$ cat src/rtl/bcd2binary_seq.sv
// Sequential packed-BCD to binary converter, one digit per clock, MSD first.
// Define BCD2BIN_CHECK_EN to add the err output flagging digits above 9.
module bcd2binary_seq #(
  parameter int unsigned DIGITS = 4,
  parameter int unsigned BIN_W  = 14
) (
  input  logic                  clk,
  input  logic                  reset,
  input  logic                  start,
  input  logic [4*DIGITS-1:0]   in_bcd,
  output logic                  busy,
  output logic                  done,
  output logic [BIN_W-1:0]      out_binary
`ifdef BCD2BIN_CHECK_EN
  ,
  output logic                  err
`endif
);

  localparam int unsigned CNT_W = (DIGITS > 1) ? $clog2(DIGITS) : 1;

  typedef enum logic [1:0] {
    S_IDLE,
    S_CONV,
    S_DONE
  } state_e;

  state_e                state_q, state_d;
  logic [4*DIGITS-1:0]   sh_q, sh_d;
  logic [BIN_W-1:0]      acc_q, acc_d;
  logic [CNT_W-1:0]      cnt_q, cnt_d;
  logic [BIN_W-1:0]      out_q, out_d;
  logic [3:0]            digit;
  logic [BIN_W-1:0]      acc_step;

`ifdef BCD2BIN_CHECK_EN
  logic                  bad_q, bad_d;
  logic                  err_q, err_d;
`endif

  // acc*10 + digit evaluated 4 bits wider, then wrapped to BIN_W
  assign digit    = sh_q[4*cnt_q +: 4];
  assign acc_step = BIN_W'(({4'b0000, acc_q} << 3) + ({4'b0000, acc_q} << 1)
                           + {{BIN_W{1'b0}}, digit});

  always_ff @(posedge clk) begin
    if (reset) begin
      state_q <= S_IDLE;
      sh_q    <= '0;
      acc_q   <= '0;
      cnt_q   <= '0;
      out_q   <= '0;
`ifdef BCD2BIN_CHECK_EN
      bad_q   <= 1'b0;
      err_q   <= 1'b0;
`endif
    end else begin
      state_q <= state_d;
      sh_q    <= sh_d;
      acc_q   <= acc_d;
      cnt_q   <= cnt_d;
      out_q   <= out_d;
`ifdef BCD2BIN_CHECK_EN
      bad_q   <= bad_d;
      err_q   <= err_d;
`endif
    end
  end

  always_comb begin
    state_d = state_q;
    sh_d    = sh_q;
    acc_d   = acc_q;
    cnt_d   = cnt_q;
    out_d   = out_q;
`ifdef BCD2BIN_CHECK_EN
    bad_d   = bad_q;
    err_d   = err_q;
`endif
    unique case (state_q)
      S_IDLE: begin
        if (start) begin
          sh_d    = in_bcd;
          acc_d   = '0;
          cnt_d   = CNT_W'(DIGITS - 1);
          state_d = S_CONV;
`ifdef BCD2BIN_CHECK_EN
          bad_d   = 1'b0;
`endif
        end
      end
      S_CONV: begin
        acc_d = acc_step;
        cnt_d = cnt_q - 1'b1;
`ifdef BCD2BIN_CHECK_EN
        bad_d = bad_q | (digit > 4'd9);
`endif
        // Result is loaded on the edge into DONE so it is valid alongside done
        if (cnt_q == '0) begin
          state_d = S_DONE;
          out_d   = acc_step;
`ifdef BCD2BIN_CHECK_EN
          err_d   = bad_q | (digit > 4'd9);
`endif
        end
      end
      S_DONE: begin
        state_d = S_IDLE;
      end
      default: begin
        state_d = S_IDLE;
      end
    endcase
  end

  assign busy       = (state_q != S_IDLE);
  assign done       = (state_q == S_DONE);
  assign out_binary = out_q;
`ifdef BCD2BIN_CHECK_EN
  assign err        = err_q;
`endif

endmodule

$ cat config.mk
export PLATFORM = sky130hd
export DESIGN_NAME = bcd2binary_seq
export DESIGN_NICKNAME = d
export VERILOG_FILES = /design/src/rtl/bcd2binary_seq.sv
export SDC_FILE = /design/constraint.sdc
export NUM_CORES = 1
export LEC_CHECK = 0
export CAP_MARGIN = 20
export CORE_MARGIN = 3
export CORE_UTILIZATION = 34
export DETAILED_ROUTE_END_ITERATION = 16
export PLACE_DENSITY_LB_ADDON = 0.05
export SLEW_MARGIN = 10
export SYNTH_ARGS = -nofsm -noshare
export SYNTH_HDL_FRONTEND = slang
export SYNTH_SLANG_ARGS = --single-unit
$ cat constraint.sdc
create_clock -name clk -period 3.63 [get_ports clk]
set_input_delay 0.726 -clock clk [delete_from_list [all_inputs] [get_ports clk]]
set_output_delay 0.726 -clock clk [all_outputs]
set_load 0.02 [all_outputs]
Word-level counts from Yosys, hierarchy flattened
Cells that the tools add are included.
W data, S select, Z words.

cells by class
  add/subtract/negate cells = 3
  equal/unequal tests = 4
  shifts and indexed selects = 1
  muxes and demuxes = 7
  reductions and logical operators = 8

operators with widths
  operator               number
  $pmux W13 S2           1
  $shiftx A16 B5 Y4      1
  $add A14 B14 Y14       1
  $add A14 B4 Y14        1
  $mux W13               1
  $pmux W2 S2            2
  $reduce_and A2 Y1      4
  $mux W2                3
  $logic_not A2 Y1       2
  $ne A2 B2 Y1 const B   2
  $reduce_bool A2 Y1     2
  $eq A2 B1 Y1 const B   1
  $eq A2 B2 Y1 const B   1
  $sub A2 B1 Y2 const B  1

word-level totals
  register bits = 47
  input bits = 19

Logic depth before layout (Yosys ltp)
Gate-level depths: netlist of the first run.

  word-level depth = 3
  gate-level depth with buffers = 12
  gate-level depth less buffers = 11

Least setup slack after synthesis of the first run
OpenSTA, ideal clock, no wires.

  path type = register to register
  start point = register cnt_q[0]
  end point = register acc_q[10]
  library setup time = 0.062 ns
  arrival time = 3.087 ns
  required time = 3.568 ns
  path slack = 0.481 ns
  cell stages (with the launch flop) = 12
  period minus slack after synthesis = 3.149 ns
  cells stage by stage = dfxtp_1 clkbuf_1 mux4_2 inv_1 fa_1 fa_1 nor2b_4 o2111ai_2 nand3b_4 a31oi_4 or4_1 nand3_1

between the ends
  word-level cells in the longest chain between the ends = 3

ends and longest elaborated chain
  element                 RTL line  text
  start, declared         31        logic [CNT_W-1:0] cnt_q, cnt_d;
  start signal, assigned  61        cnt_q <= cnt_d;
  $shiftx A16 B5 Y4       42        assign digit = sh_q[4*cnt_q +: 4];
  $add A14 B4 Y14         44        + {{BIN_W{1'b0}}, digit});
  $pmux W13 S2            80        unique case (state_q)
  end signal, assigned    50        acc_q <= '0;
  end signal, assigned    60        acc_q <= acc_d;
  end, declared           30        logic [BIN_W-1:0] acc_q, acc_d;

No other way between the ends.
A chain may end at the register's enable or synchronous reset.

Final worst setup path of the first run
  start point = register cnt_q[0]
  end point = register out_q[10] (netlist: out_binary[10])

between the ends
  word-level cells in the longest chain between the ends = 2
  elaborated cells on any way between the ends = 4
  those cells by class = 1 x add/sub; 1 x shift; 2 x reduce/logical

ends and longest elaborated chain
  element                                                RTL line  text
  $shiftx A16 B5 Y4 or $logic_not A2 Y1 (tied branches)  42, 99
  $add A14 B4 Y14 or $reduce_and A2 Y1 (tied branches)   n/a
  end signal, assigned                                   62        out_q <= out_d;
  end, declared                                          32        logic [BIN_W-1:0] out_q, out_d;

Several ways; a longest one is shown, not always the timed one.

==> results of run 1 <==
final timing paths:
path,start,end,slack [ns],cells after the start
setup / recovery,cnt_q[0],out_binary[10],0.43,10
hold / removal,out_binary[6],out_binary[6],0.46,2
setup reg to reg,cnt_q[0],out_binary[10],0.43,10
hold reg to reg,out_binary[6],out_binary[6],0.46,2
worst max-delay path, stage by stage (launching register included):
cell	delay, ns
dfxtp_1	0.53
mux4_2	0.54
inv_1	0.08
fa_1	0.46
fa_1	0.51
nor2b_4	0.15
o2111ai_2	0.14
nand3b_4	0.14
a31oi_4	0.10
or4_1	0.42
nand3_1	0.08
placed cells by master (no fill, tap or decap), types with 3 or more instances in the layout:
| master | Yosys | routed |
|---|---|---|
| a211o_1 | 3 | 3 |
| xnor2_1 | 7 | 7 |
| nand4b_1 | 4 | 4 |
| nor3b_1 | 3 | 3 |
| a21o_1 | 4 | 4 |
| nand2_1 | 62 | 62 |
| nor2b_1 | 3 | 3 |
| nand2b_1 | 4 | 4 |
| ha_1 | 23 | 23 |
| nor2_1 | 11 | 11 |
| nand3_1 | 16 | 16 |
| a21oi_1 | 39 | 39 |
| clkdlybuf4s50_1 | 0 | 33 |
| clkbuf_8 | 1 | 6 |
| inv_1 | 10 | 10 |
| dfxtp_1 | 47 | 47 |
| mux4_2 | 4 | 4 |
registers in the layout, summed over array words and instances (netlist names):
name	count
out_binary	14
acc_q	13
cnt_q	2
sh_q	16
state_q	2
power groups by stage:
| stage | clock network (µW) | registers, µW | logic (µW) |
|---|---|---|---|
| 4_1_cts | 359 | 556 | 171 |
| 3_5_place_dp | 0 | 568 | 170 |
| 2_1_floorplan | 0 | 562 | 119 |
| 3_3_place_gp | 0 | 568 | 169 |
| 5_1_grt | 380 | 560 | 190 |
| 6_report | 347 | 555 | 168 |
final cells by class:
| type | instances | area [µm²] |
|---|---|---|
| fillers | 757 | 4283 |
| multi-input cells | 221 | 1496 |
| flip-flops and latches | 47 | 940.9 |
| repair buffers | 36 | 350.3 |
| well taps | 99 | 123.9 |
| clock buffers | 6 | 82.58 |
| inverters | 10 | 37.54 |
| clock inverters | 2 | 16.27 |
per-stage QoR:
| stage | instance area (µm²) | utilization (%) | worst slack [ns] | power (µW) |
|---|---|---|---|---|
| after floorplan | 2592 | - | 0.4805 | 680.8 |
| after global placement | 2949 | 40.23 | 0.4987 | 737.3 |
| after detailed placement | 2949 | 40.23 | 0.4288 | 738.4 |
| after CTS | 3048 | 41.58 | 0.4016 | 1086 |
| after global routing | 3048 | 41.58 | 0.2457 | 1130 |
| final | 3048 | 41.58 | 0.4349 | 1070 |
kinds of logic (layout without fill, tap and decap cells):
family                   Yosys count  count (layout)
XOR/XNOR                           9               9
AO/OA/AOI/OAI                     61              61
multiplexers                       4               4
AND/OR/NAND/NOR                  122             122
flip-flops                        47              47
buffers and inverters             31              54
adder cells (fa/ha/maj)           25              25
metal layers:
metal / up-vias / global-route usage (%) / wire length, µm
li1: 1075 / - / -
met4: 0 / 5.006 / 119
met5: - / 0 / 0
met3: 11 / 2.977 / 176
met2: 37 / 22.51 / 2577
met1: 926 / 19.80 / 2915
==> metrics.md, run 1 <==
| Metric | Value |
|---|---|
| Detailed Route Iter0 Violations | `71` |
| Antenna viol nets, final | `0` |
| Area contributors post-synth | `dfxtp_1, ha_1, nand2_1` |
| Rel. slew slack | `31.57%` |
| Synth cell count leaders | `nand2_1, dfxtp_1, a21oi_1` |
| Largest family of logic cells by synthesized area | `simple AND/OR/NAND/NOR gates` |
| Hold Worst Slack | `0.4571 ns` |
| Critical path endpoint category | `flop` |
| VDD IR-drop max | `193.6 µV` |
| Synth Area in Compound Gates | `15.15%` |
| Psw | `306.0 µW` |
| Adder-Cell Fraction of Synth Area | `12.64%` |
| Synth unique cells | `47` |
| Die footprint | `8709 µm²` |
| Final setup viols | `0` |
| Clk slew on worst S/H paths | `0.09 ns` |
| CP Max Fanout | `7` |
| Cts repair resizes | `0` |
| Drt wl/cell | `13.75 µm` |
| Dominant cell type by area after synthesis | `dfxtp_1` |
| Mapped Area | `2592 µm²` |
| Ratio of cells with drive above 1 in the final layout | `8.075%` |
| Top-count cell post-synth | `nand2_1` |
| Slew Limit Fails | `0` |
| Maximum clock insertion buffer count | `2` |
| Worst Tran Pin Value | `1.026 ns` |
| Drc violations | `0` |
| N_diodes | `0` |
| Ys Warns | `0` |
| Pwr dens | `351.1 nW/µm²` |
| Die extent in y | `93.32 µm` |
| Die width | `93.32 µm` |
| Syn Area/Cell | `8.671 µm²` |
| GRT Util Overall | `14.46%` |
| Post-synth EDFFs | `0` |
| Area Overhead vs Synth | `17.57%` |
| Unrepaired setup endpoints after global routing | `no` |
| Seq/Total Area, Yosys | `36.29%` |
| Clock Skews | `0.004539 ns` |
| Final min period | `3.195 ns` |
| Vias in the first global route | `1,990` |
| Initial Util | `35.36%` |
| Largest net degree at the start of global routing | `58` |
| Finished Layout Cells | `421` |
| Yosys reg bits | `47` |
| Root buffer cell | `clkbuf_8` |
| Fmax | `313.0 MHz` |
| Fin Setup TNS | `0 ns` |
| Antenna violations before repair | `0` |
| Nets | `365` |
| Post-synth ARST share | `0%` |
| Clock network power share | `32.4%` |
| Hold buffer count at cts | `0` |
| Startpoint class of the critical path | `flop` |
| Post-synthesis mux area share | `3.475%` |
| Vias per inst | `4.867` |
| Top_reg_cell synth | `dfxtp_1` |
| Critical Path RT | `3.88 ns` |
| Sequential Power Share | `51.9%` |
| Max capacitance violation total | `0` |
| DP Wirelength | `3.970 mm` |
| First-pass GRT wire length | `9.880 mm` |
| Gpl congestion | `0.8513` |
| Number of buffers created by CTS | `5` |
| Hold Vio Cnt, Final | `0` |
| # H-tree levels | `2` |
| Post-CTS setup buffers | `0` |
| Fin crit share | `88.02%` |
| Post-Route WL | `5.790 mm` |
| # IOs | `35` |
| Rows | `31` |
| GRT overflow | `0` |
| Placed Instances | `413` |
| Hold Path Class | `reg -> reg` |
| Outcome | `finished clean` |
| Clock latency on the worst-skew pair | `0.30 ns` |
| WP data arrival | `3.44 ns` |
| Synth Instances | `299` |
| PortBufs | `34` |
| Clock Sinks | `47` |
| TritonCTS clock tree | `done` |
| Synth Area in Simple Gates | `23.41%` |
| Critical path class | `reg -> reg` |
| DRT Pass-1 Iters | `4` |
| Core area | `7331 µm²` |
| Area share of the largest cell type after synthesis | `36.29%` |
| Synth Area in XOR/XNOR | `3.041%` |
| Syn_nets | `343` |
| Int Pwr | `764.1 µW` |
| P_leak | `0.001232 µW` |
| Via count | `2,049` |
| Sw frac | `28.60%` |
| Gate power share | `15.7%` |
Note: power is estimated with default switching activity, not from simulation.
==> run 2: changes to the inputs <==
PLACE_DENSITY = 0.51   (was default)
PLACE_DENSITY_LB_ADDON = default   (was 0.05)
SLEW_MARGIN = default   (was 10)
==> run 2 against run 1 <==
- routed wire length increased by 5.7%
- die area did not move
- fmax hardly changed
- combinational power is 3% higher
- largest cell class unchanged
- first-iteration DRC count up 35%
- flip-flop and latch count did not move
- worst setup slack worse by 0.00069 ns
- largest power group unchanged
- global-route usage grew 0.68 points
- utilization up 0.32 points
- highest routed layer unchanged
- sequential share of layout area is 0.24 points lower
- register-to-register slack about the same
==> metrics.md, run 2 (synthesis results as in run 1) <==
| Metric | Value |
|---|---|
| Outcome | `finished clean (unchanged)` |
| First-pass GRT wire length | `10.41 mm (was 9.880 mm)` |
| Most frequent cells in the layout | `nand2_1, dfxtp_1, a21oi_1 (unchanged)` |
| PortBufs | `34 (unchanged)` |
| Critical path endpoint category | `flop (unchanged)` |
| Antenna violations before repair | `0 (unchanged)` |
| Rows | `31 (unchanged)` |
| Hold buffer count at cts | `0 (unchanged)` |
| Hold Path Class | `reg -> reg (unchanged)` |
| Max FFs per register | `16 (unchanged)` |
| Clk slew on worst S/H paths | `0.08 ns (was 0.09 ns)` |
| Fin util | `41.90% (was 41.58%)` |
| WP data arrival | `3.44 ns (about the same)` |
| Register Area | `940.9 µm² (unchanged)` |
| Fin crit share | `88.04% (was 88.02%)` |
| Vias per inst | `5.005 (was 4.867)` |
| Initial Util | `35.36% (unchanged)` |
| N_diodes | `0 (unchanged)` |
| Area of the multi-input gates | `1496 µm² (unchanged)` |
| Maximum clock insertion buffer count | `2 (unchanged)` |
| Post-CTS setup buffers | `0 (unchanged)` |
| Drc violations | `0 (unchanged)` |
| # IOs | `35 (unchanged)` |
| GRT overflow | `0 (unchanged)` |
| VDD IR-drop max | `145.6 µV (was 193.6 µV)` |
| Die footprint | `8709 µm² (unchanged)` |
| Clock Sinks | `47 (unchanged)` |
| Critical path class | `reg -> reg (unchanged)` |
| Final setup viols | `0 (unchanged)` |
| Core area | `7331 µm² (unchanged)` |
| Fin Setup TNS | `0 ns (unchanged)` |
| Cts repair resizes | `0 (unchanged)` |
| Worst Tran Pin Value | `1.011 ns (was 1.026 ns)` |
| M1 GR Usage | `19.96% (was 19.80%)` |
| Vias in the first global route | `2,107 (was 1,990)` |
| Ratio of cells with drive above 1 in the final layout | `7.477% (was 8.075%)` |
| # H-tree levels | `2 (unchanged)` |
| DRT Pass-1 Iters | `4 (unchanged)` |
| CP Cell Sequence | `mux4_2 > inv_1 > fa_1 > fa_1 > nor2b_4 > o2111ai_2 > nand3b_4 > a31oi_4 > or4_1 > nand3_1 (unchanged)` |
| Nets | `365 (unchanged)` |
| Detailed Route Iter0 Violations | `96 (was 71)` |
| Drt wl/cell | `14.58 µm (was 13.75 µm)` |
| Critical Path RT | `3.88 ns (about the same)` |
| Die extent in y | `93.32 µm (unchanged)` |
| CP bufs+invs | `1 (unchanged)` |
| Antenna viol nets, final | `0 (unchanged)` |
| CP delay by family, top | `adder cells (unchanged)` |
| Slowest Stage Delay on Critical Path | `0.54 ns (about the same)` |
| Most used cell, CP | `fa_1 (unchanged)` |
| Filler cells | `752 (was 757)` |
| Post-Route WL | `6.122 mm (was 5.790 mm)` |
| Gpl congestion | `0.8502 (was 0.8513)` |
| Largest net degree at the start of global routing | `58 (unchanged)` |
| TritonCTS clock tree | `done (unchanged)` |
| GRT busiest layer | `met2 (unchanged)` |
| Placed Instances | `412 (was 413)` |
| Clock latency on the worst-skew pair | `0.31 ns (was 0.30 ns)` |
| Hold Worst Slack | `0.4578 ns (was 0.4571 ns)` |
| DP Wirelength | `4.297 mm (was 3.970 mm)` |
| P_leak | `0.001245 µW (was 0.001232 µW)` |
| Met3 usage | `2.896% (was 2.977%)` |
| GRT Util Overall | `15.14% (was 14.46%)` |
| Rel. slew slack | `32.60% (was 31.57%)` |
| Hold Vio Cnt, Final | `0 (unchanged)` |
| Biggest register | `sh_q (unchanged)` |
| Root buffer cell | `clkbuf_8 (unchanged)` |
| Finished Layout Cells | `420 (was 421)` |
| Die width | `93.32 µm (unchanged)` |
| Number of buffers created by CTS | `5 (unchanged)` |
| Final min period | `3.196 ns (was 3.195 ns)` |
| Fmax | `312.9 MHz (was 313.0 MHz)` |
| Clock Skews | `0.004505 ns (was 0.004539 ns)` |
| Unrepaired setup endpoints after global routing | `no (unchanged)` |
| CP Max Fanout | `7 (unchanged)` |
| Max capacitance violation total | `0 (unchanged)` |
| GRT met2 Usage | `24.66% (was 22.51%)` |
| Worst path slowest cell | `mux4_2 (unchanged)` |
| Pwr dens | `362.5 nW/µm² (was 351.1 nW/µm²)` |
| Commonest non-fill, non-tap cell in the layout | `nand2_1 (unchanged)` |
| Slew Limit Fails | `0 (unchanged)` |
| Via count | `2,102 (was 2,049)` |
| Startpoint class of the critical path | `flop (unchanged)` |
| Area Overhead vs Synth | `18.48% (was 17.57%)` |
## run 2: cell types whose count changed in the layout (fill, tap and decap cells not counted)
cell        previous run  this run
buf_4                  2         1
clkbuf_8               6         5
clkinvlp_4             1         0
clkbuf_1               0         1
bufinv_16              0         1
buf_16                 0         1
clkinv_4               1         0
## run 2: area by class of cell
class	instances	share of cell area [%]
multi-input combinational	221	48.72
sequential	47	30.63
timing repair buffer	36	12.06
tap	99	4.033
clock buffer	6	2.363
inverter	10	1.222
clock inverter	1	0.9776
## run 2: stage by stage
step	instance area (µm²)	power (µW)	setup WS [ns]
floorplan	2592	680.8	0.4805
global placement	2942	735.5	0.5061
detailed placement	2942	737.0	0.4187
CTS	3044	1124	0.3909
global route	3072	1173	0.2679
finish	3072	1114	0.4342
## run 2: final timing paths
check | start | to | slack, ns | cells past startpoint
worst max-delay path | cnt_q[0] | acc_q[10] | 0.43 | 10
worst min register to register | out_binary[7] | out_binary[7] | 0.46 | 2
worst min-delay path | out_binary[7] | out_binary[7] | 0.46 | 2
worst max register to register | cnt_q[0] | acc_q[10] | 0.43 | 10
## run 2: report_power, final
group,internal [µW],total (µW),switching (µW)
clock,202,384,182
sequential,537,556,19.2
combinational,75.3,173,98.2
## run 2: metal layers
metal	wire length, µm	part of all wire (%)	up-vias
li1	-	-	1075
met1	2924	48	981
met2	2855	47	37
met3	227	3.7	9
met4	114	1.9	0
met5	0	0	-
## run 2: worst reg2reg max path, delay by kind of cell (launching register included)
family / cells / cell delay [ns]
AOI/OAI and AO/OA: 2 / 0.24
adders and majority gates: 2 / 0.97
buffers and inverters: 1 / 0.08
DFF: 1 / 0.53
muxes: 1 / 0.55
and+or+nand+nor: 4 / 0.79
==> run 3: changes to the inputs <==
CORE_ASPECT_RATIO = 0.6   (was default)
clock period = 3.5 ns   (was 3.63 ns; I/O delays follow)
==> run 3 against run 2 <==
- sequential power rose by 4.0%
- fmax rose by 0.15%
- via count fell by 0.14%
- utilization rose by 2.8 points
- global-route usage rose by 0.29 points
- register-to-register slack got worse by 0.13 ns
- sequential share of layout area fell by 0.66 points
- cell count rose by 0.48%
- routed wire length rose by 4.4%
- critical path type unchanged
- critical endpoint is now out_binary[10]
==> metrics.md, run 3 (synthesis results as in run 1) <==
| Metric | Value |
|---|---|
| Outcome | `finished clean (unchanged)` |
| Hold depth | `2 (unchanged)` |
| Critical path endpoint category | `flop (unchanged)` |
| Gpl congestion | `0.7961 (was 0.8502)` |
| Root buffer cell | `clkbuf_16 (was clkbuf_8)` |
| Hold Worst Slack | `0.4502 ns (was 0.4578 ns)` |
| Die extent in y | `73.64 µm (was 93.32 µm)` |
| GRT overflow | `0 (unchanged)` |
| Cell Area, Placed | `2943 µm² (was 2942 µm²)` |
| Flop2flop setup slack | `0.31 ns (was 0.43 ns)` |
| Final min period | `3.191 ns (was 3.196 ns)` |
| CP Max Fanout | `7 (unchanged)` |
| P_leak | `0.001277 µW (was 0.001245 µW)` |
| Slew Limit Fails | `0 (unchanged)` |
| Hold Path Class | `reg -> reg (unchanged)` |
| Area Overhead vs Synth | `21.09% (was 18.48%)` |
| Pwr dens | `416.6 nW/µm² (was 362.5 nW/µm²)` |
| Clk slew on worst S/H paths | `0.07 ns (was 0.08 ns)` |
| Post-Route WL | `6.394 mm (was 6.122 mm)` |
| WP data arrival | `3.42 ns (was 3.44 ns)` |
| Reg2reg path depth | `10 (unchanged)` |
| First-pass GRT wire length | `10.56 mm (was 10.41 mm)` |
| Slowest Stage Delay on Critical Path | `0.54 ns (about the same)` |
| Clock latency on the worst-skew pair | `0.29 ns (was 0.31 ns)` |
| Max capacitance violation total | `0 (unchanged)` |
| Antenna viol nets, final | `0 (unchanged)` |
| Clock Skews | `0.006619 ns (was 0.004505 ns)` |
| VDD IR-drop max | `152.4 µV (was 145.6 µV)` |
| Largest net degree at the start of global routing | `58 (unchanged)` |
| Hold Vio Cnt, Final | `0 (unchanged)` |
| Hold buffer count at cts | `0 (unchanged)` |
| Worst path slowest cell | `mux4_2 (unchanged)` |
| DRT Pass-1 Iters | `4 (unchanged)` |
| Unrepaired setup endpoints after global routing | `no (unchanged)` |
| PortBufs | `34 (unchanged)` |
| Via count | `2,099 (was 2,102)` |
| Initial Util | `36.92% (was 35.36%)` |
| CP bufs+invs | `1 (unchanged)` |
| CP Cell Sequence | `mux4_2 > inv_1 > fa_1 > fa_1 > nor2b_4 > o2111ai_2 > nand3b_4 > a31oi_4 > or4_1 > nand3_1 (unchanged)` |
| Die width | `118.7 µm (was 93.32 µm)` |
| Startpoint class of the critical path | `flop (unchanged)` |
| FF-to-FF Start | `cnt_q[0] (unchanged)` |
| Hold EP | `sh_q[8] (was out_binary[7])` |
| Fin Setup TNS | `0 ns (unchanged)` |
| Critical path class | `reg -> reg (unchanged)` |
| Maximum clock insertion buffer count | `2 (unchanged)` |
| Vias per inst | `4.974 (was 5.005)` |
| # IOs | `35 (unchanged)` |
| Cts repair resizes | `0 (unchanged)` |
| Final setup viols | `0 (unchanged)` |
| Critical Path RT | `3.73 ns (was 3.88 ns)` |
| Max FFs per register | `16 (unchanged)` |
| Antenna violations before repair | `0 (unchanged)` |
| Worst Tran Pin Value | `0.9894 ns (was 1.011 ns)` |
| Hold Crit Start | `sh_q[8] (was out_binary[7])` |
| Fmax | `313.4 MHz (was 312.9 MHz)` |
| GRT Util Overall | `15.43% (was 15.14%)` |
| TritonCTS clock tree | `done (unchanged)` |
| Detailed Route Iter0 Violations | `119 (was 96)` |
| DP Wirelength | `4.624 mm (was 4.297 mm)` |
| Drc violations | `0 (unchanged)` |
| Design Area, Final | `3139 µm² (was 3072 µm²)` |
| Biggest register | `sh_q (unchanged)` |
| Rel. slew slack | `34.04% (was 32.60%)` |
| Number of buffers created by CTS | `5 (unchanged)` |
| Ratio of cells with drive above 1 in the final layout | `8.075% (was 7.477%)` |
| Die footprint | `8743 µm² (was 8709 µm²)` |
| Nets | `365 (unchanged)` |
| N_diodes | `0 (unchanged)` |
| # H-tree levels | `2 (unchanged)` |
| Most frequent cells in the layout | `nand2_1, dfxtp_1, a21oi_1 (unchanged)` |
| Fin crit share | `91.18% (was 88.04%)` |
| CP delay by family, top | `adder cells (unchanged)` |
| Reg-to-reg endpoint | `out_binary[10] (was acc_q[10])` |
| Commonest non-fill, non-tap cell in the layout | `nand2_1 (unchanged)` |
| Most used cell, CP | `fa_1 (unchanged)` |
| Drt wl/cell | `15.15 µm (was 14.58 µm)` |
| Post-CTS setup buffers | `0 (unchanged)` |
| Vias in the first global route | `1,969 (was 2,107)` |
| Fin util | `44.71% (was 41.90%)` |
| Core area | `7022 µm² (was 7331 µm²)` |
| Rows | `23 (was 31)` |
| Clock Sinks | `47 (unchanged)` |
run 3: cell types whose count changed in the layout (fill, tap and decap cells not counted):
| cell | change |
|---|---|
| clkbuf_16 | +5 |
| clkinv_4 | +1 |
| clkinv_2 | +1 |
| clkbuf_1 | -1 |
| clkbuf_8 | -5 |
run 3: worst min-delay path: cells and delay by family, from the launching register on:
family           cells  cell delay [ns]
flip-flops           1             0.31
AND/OR/NAND/NOR      1             0.05
AO/OA/AOI/OAI        1             0.05
run 3: power by group:
part           total, µW  switching [µW]  internal (µW)  leakage, µW
Combinational        183             104           78.7     0.000811
Clock                547             210            337    0.0000838
Sequential           578            20.3            558     0.000382
run 3: final cells by class:
type | instances | area (µm²)
clock buffers | 5 | 125.1
repair buffers | 36 | 370.4
clock inverters | 3 | 43.79
flip-flops and latches | 47 | 940.9
fillers | 735 | 3882
multi-input cells | 221 | 1496
well taps | 100 | 125.1
inverters | 10 | 37.54
run 3: per-layer routing:
layer | global-route usage (%) | part of all wire, %
met5 | 0 | 0
met4 | 2.696 | 0.22
met1 | 25.06 | 56
met3 | 4.231 | 6.4
met2 | 19.69 | 37
run 3: worst max-delay path by stage:
stage / startpoint / end / slack (ns) / cells past startpoint
4_1_cts: cnt_q[0] / out_binary[10] / 0.25 / 10
2_1_floorplan: cnt_q[0] / acc_q[10] / 0.35 / 11
3_3_place_gp: cnt_q[0] / acc_q[10] / 0.34 / 10
6_report: cnt_q[0] / out_binary[10] / 0.31 / 10
3_5_place_dp: cnt_q[0] / out_binary[10] / 0.28 / 10
5_1_grt: cnt_q[0] / out_binary[10] / 0.09 / 10
run 3: through the flow:
stage | power [µW] | worst slack (ns) | cells
finish | 1308 | 0.3088 | 422
global route | 1369 | 0.08608 | 422
CTS | 1315 | 0.2542 | 421
detailed placement | 767.6 | 0.2780 | 413
global placement | 764.7 | 0.3399 | 413
floorplan | 706.1 | 0.3505 | 299
